## src/rtl/pio_rx_drain_arb.sv

```systemverilog
// Round-robin drain of four PIO RX FIFOs into one registered output stage.
// Optional watermark priority: define PIO_RX_ARB_WATERMARK_EN.
module pio_rx_drain_arb #(
  parameter int WIDTH = 32
) (
  input  logic               clk,
  input  logic               reset,
  input  logic [3:0]         en,
  input  logic [3:0]         fifo_empty,
  input  logic [3:0]         fifo_full,
  input  logic [11:0]        fifo_level,
  input  logic [4*WIDTH-1:0] fifo_dout,
  output logic [3:0]         fifo_pull,
  output logic               out_valid,
  output logic [WIDTH-1:0]   out_data,
  output logic [1:0]         out_sm,
  input  logic               out_ready,
  input  logic [2:0]         hi_thresh,
  output logic [3:0]         stall_sticky,
  input  logic [3:0]         stall_clr
);

  logic [3:0]       elig;
  logic [3:0]       req;
  logic [1:0]       ptr;
  logic [1:0]       grant;
  logic [1:0]       idx;
  logic             found;
  logic             load;
  logic [WIDTH-1:0] sel;

  assign elig = en & ~fifo_empty;

`ifdef PIO_RX_ARB_WATERMARK_EN
  logic [3:0] hi;

  always_comb begin
    hi = 4'b0000;
    for (int i = 0; i < 4; i++) begin
      hi[i] = elig[i] && (hi_thresh != 3'd0)
              && (fifo_level[3*i +: 3] >= hi_thresh);
    end
  end

  // Urgent FIFOs preempt, but rotation order is shared.
  assign req = (|hi) ? hi : elig;
`else
  logic unused_wm;

  assign unused_wm = ^{fifo_level, hi_thresh};
  assign req       = elig;
`endif

  // Search ptr+1 .. ptr+4; last winner ends up last.
  always_comb begin
    grant = ptr;
    found = 1'b0;
    idx   = ptr;
    for (int k = 1; k <= 4; k++) begin
      idx = ptr + 2'(k);
      if (!found && req[idx]) begin
        grant = idx;
        found = 1'b1;
      end
    end
  end

  always_comb begin
    sel = '0;
    for (int i = 0; i < 4; i++) begin
      if (grant == 2'(i)) sel = fifo_dout[i*WIDTH +: WIDTH];
    end
  end

  assign load = (!out_valid || out_ready) && (|elig);

  always_comb begin
    fifo_pull = 4'b0000;
    if (load && !reset) fifo_pull = 4'(4'b0001 << grant);
  end

  always_ff @(posedge clk or posedge reset) begin
    if (reset) begin
      out_valid <= 1'b0;
      out_data  <= '0;
      out_sm    <= 2'd0;
      ptr       <= 2'd3;
    end else if (load) begin
      out_valid <= 1'b1;
      out_data  <= sel;
      out_sm    <= grant;
      ptr       <= grant;
    end else if (out_valid && out_ready) begin
      out_valid <= 1'b0;
    end
  end

  // Set dominates clear so a persisting stall is never lost.
  always_ff @(posedge clk or posedge reset) begin
    if (reset) begin
      stall_sticky <= 4'b0000;
    end else begin
      stall_sticky <= (stall_sticky & ~stall_clr)
                    | (en & fifo_full & ~fifo_pull);
    end
  end

endmodule

```

## config.mk

```make
export PLATFORM = sky130hd
export DESIGN_NAME = pio_rx_drain_arb
export DESIGN_NICKNAME = d
export VERILOG_FILES = /design/src/rtl/pio_rx_drain_arb.sv
export SDC_FILE = /design/constraint.sdc
export NUM_CORES = 1
export LEC_CHECK = 0
export CORE_ASPECT_RATIO = 1.4
export CORE_MARGIN = 2
export CORE_UTILIZATION = 37
export CTS_CLUSTER_SIZE = 28
export DETAILED_ROUTE_END_ITERATION = 7
export PLACE_DENSITY = 0.86
export SYNTH_ARGS = -nofsm -noshare
export SYNTH_HDL_FRONTEND = slang
export SYNTH_SLANG_ARGS = --single-unit
```

## constraint.sdc

```tcl
create_clock -name clk -period 4 [get_ports clk]
set_input_delay 0.8 -clock clk [delete_from_list [all_inputs] [get_ports clk]]
set_output_delay 0.8 -clock clk [all_outputs]
set_load 0.1 [all_outputs]
```

==> results.txt <==
- Power spread over the standard cell area amounts to 658 nW/um^2.
- CTS tree: yes
* Flip-flop and latch count after synthesis: 41
* Clock buffers created by TritonCTS: 5
- For this run, the top clock speed supported by timing is 0.287 GHz.
* Number of setup violations in the final report: 0
* Arrival time worst endpoint: 2.68 ns
* Clock network latency to the later pin of the worst-skew pair: 0.29 ns
- The first global-routing pass estimated 14700 um of wire.
- Portion of the clock cycle consumed by the worst path in the final layout: 0.871
* Vias in the first global route: 3239
- The routed layout has 3068 vias.
- Library cell with the largest summed area after synthesis: sky130_fd_sc_hd__dfrtp_1
- Reported leakage power: 1.94 nW
- Clk pin slew, worst setup/hold paths: 0.08 ns
- Syn. warnings: 0
- After the last flow step, the layout net total stands at 625.
- Die Area: 7940 um^2
- Instance count of the mapped netlist: 281
- The core region is 6980 um^2.
- 205 I/O pins were placed.
- Dividing the synthesized area by the synthesized cell count gives 9.52 um^2.
- Sequential-to-total area share from yosys stat: 0.384
* Routed Antenna Nets: 0
- Slew Limit Headroom: 0.318
* Hold_buf cts: 0
- In this run, synthesis inferred 0 flip-flops with an integrated enable.
- Clock Sinks: 41
* Distinct cell type count after synthesis: 35
- The run finished with clean final reports.
- Of the cells placed in the final design, the portion with a size suffix greater than 1 is 0.0797.
- Entering global routing, the biggest net connects 44 pins.
- Number of antenna violations at the first check in global routing: 0
* Cell area after synthesis: 2680 um^2
- The number of max-slew violations in the final report was 0.
* Initial cell density of the core: 0.383
- By count the netlist is led by sky130_fd_sc_hd__dfrtp_1 (39), sky130_fd_sc_hd__nand2_1 (37), sky130_fd_sc_hd__a22oi_1 (34), sky130_fd_sc_hd__a21oi_1 (33).
* Type of destination of the critical path: output pin
- Counting tap cells, the placed design contains a total of 551 instances.
- Total detailed-routing wirelength: 9410 um
- The floorplan step set the die width to 75.9 um.
- Die height: 105 um
- Global routing usage summed across all routing layers: 0.238
- After global routing the overflow that remains totals 0.
* Filler cells: 572
- Using the TritonRoute via totals, the vias-per-cell ratio works out to 5.49.
- Number of search-and-repair iterations in the first detailed-routing pass: 5
- After detailed routing, the number of remaining DRC violations is 0.
- Buffer cell driving the clock tree root: sky130_fd_sc_hd__clkbuf_8
* Detailed Place HPWL: 7330 um
- Setup repair after global routing left no endpoint under its margin.
- In the synthesized netlist the dominant register cell turns out to be sky130_fd_sc_hd__dfrtp_1.
- Between clock sinks in the finished design, the worst skew comes to 0.00675 ns.
- Largest driver fanout on the critical path: 19
- From synthesis to final layout, the design area changed by 80.6%.
* Sum of negative setup slack: 0 ns
- Time the final worst path needs with I/O delays and setup: 3.48 ns
* Area after DPL: 4720 um^2
* Number of standard cells in the layout, taps in and fillers out: 559
* Final estimated routing congestion in global placement: 0.858
- Startpoint type of the worst setup path: primary input
- In this run, the number of DRC markers left after iteration 0 of detailed routing was 93.
* Worst setup path class: in -> out
* Post-detailed-route wirelength per cell: 16.8 um
- In the final layout, the multi-input gates occupy 1550 um^2.
* Number of max-capacitance violations reported: 0
* PostCTS Resize Cnt: 0
- Req. time, crit path: 3.20 ns
- Ranking of synthesized cells by area: sky130_fd_sc_hd__dfrtp_1 (36%), sky130_fd_sc_hd__mux2i_1 (12%), sky130_fd_sc_hd__o221ai_1 (10%)
* Worst min-delay path class: reg -> reg
- Buffers placed on the I/O ports in this run total 189.
- At the pin with the least slew margin, the transition time is 1.02 ns.
* Number of nets produced by synthesis: 443
* Top cell type's share of synthesized area: 0.365
- Final hold viol count: 0
- CTS built an H-tree with a depth of 2.
* Async set-reset flop share out of synthesis: 1.00
- Final instance area: 4830 um^2
- The floorplan has 36 rows.
- By instance count, the leading cell after synthesis is sky130_fd_sc_hd__dfrtp_1.
- Max Root-Sink Buffers: 2
- N_diodes: 0
- The sequential cells in the finished layout cover a total of 1030 um^2.
- Post CTS Setup Buffer Count: 0
- IR analysis of the VDD net gives a maximum drop of 0.000533 V.
metrics by stage:
| stage | setup WS [ns] | util | hold WS [ns] | total power, mW |
|---|---|---|---|---|
| after floorplan | 0.00627 | - | 0.533 | 2.25 |
| after global placement | 0.521 | 0.677 | 0.481 | 2.82 |
| after detailed placement | 0.507 | 0.677 | 0.492 | 2.86 |
| after CTS | 0.499 | 0.692 | 0.512 | 3.20 |
| after global routing | 0.394 | 0.692 | 0.550 | 3.32 |
| final | 0.515 | 0.692 | 0.501 | 3.18 |
placed cells by master, fill, tap and decap left out, types with 4 or more instances in the layout:
master / instances
sky130_fd_sc_hd__buf_12: 4
sky130_fd_sc_hd__a21oi_1: 33
sky130_fd_sc_hd__clkbuf_8: 5
sky130_fd_sc_hd__dfrtp_1: 39
sky130_fd_sc_hd__o22ai_1: 5
sky130_fd_sc_hd__inv_1: 5
sky130_fd_sc_hd__nand2b_1: 5
sky130_fd_sc_hd__mux2i_1: 32
sky130_fd_sc_hd__nand2_1: 37
sky130_fd_sc_hd__nor2_1: 10
sky130_fd_sc_hd__clkdlybuf4s50_1: 185
sky130_fd_sc_hd__buf_4: 9
sky130_fd_sc_hd__o221ai_1: 32
sky130_fd_sc_hd__a22oi_1: 34
final cells by class:
class,instances,area share
clock buffers,6,0.0150
clock inverters,2,0.00802
inverters,6,0.00466
multi-input cells,211,0.321
flip-flops and latches,41,0.213
well taps,95,0.0246
repair buffers,198,0.414
critical path, stage by stage:
cell and delay [ns]:
sky130_fd_sc_hd__clkdlybuf4s50_1 0.51, sky130_fd_sc_hd__and2b_1 0.29, sky130_fd_sc_hd__o22ai_1 0.15, sky130_fd_sc_hd__mux2i_4 0.59, sky130_fd_sc_hd__nor4_2 0.14, sky130_fd_sc_hd__buf_12 0.21
per-layer routing:
layer / vias up / share of wire / GRT usage
met4: 0 / 0.027 / 0.0927
met3: 20 / 0.065 / 0.0482
li1: 1457 / - / -
met2: 125 / 0.56 / 0.437
met5: - / 0 / 0
met1: 1466 / 0.35 / 0.250
registers in the layout (all words and copies together) (netlist names):
signal and flops:
out_data 32, stall_sticky 4, out_sm 2, ptr 2
out_valid 1
logic make-up after synthesis:
logic type             Yosys count  share of synthesized area
buffers and inverters           29                     0.0538
DFF                             41                      0.384
muxes                           33                      0.125
and+or+nand+nor                 65                      0.122
AOI/OAI and AO/OA              113                      0.315
where the power goes:
part / switching [mW] / total, mW / internal, mW
logic: 1.53 / 2.17 / 0.633
registers: 0.119 / 0.682 / 0.563
clock network: 0.145 / 0.332 / 0.187
total: 1.80 / 3.18 / 1.38
final timing paths:
kind / from / to / slack, ns / depth (start not counted)
max: en[2] / fifo_pull[0] / 0.52 / 6
min: out_sm[1] / out_sm[1] / 0.50 / 2
max reg2reg: ptr[1] / out_data[20] / 1.75 / 6
min reg2reg: out_sm[1] / out_sm[1] / 0.50 / 2
max in group asynchronous: reset / out_data[16] / 2.14 / 2
min in group asynchronous: reset / stall_sticky[2] / 1.31 / 2
Power figures use the tool's default switching activity.
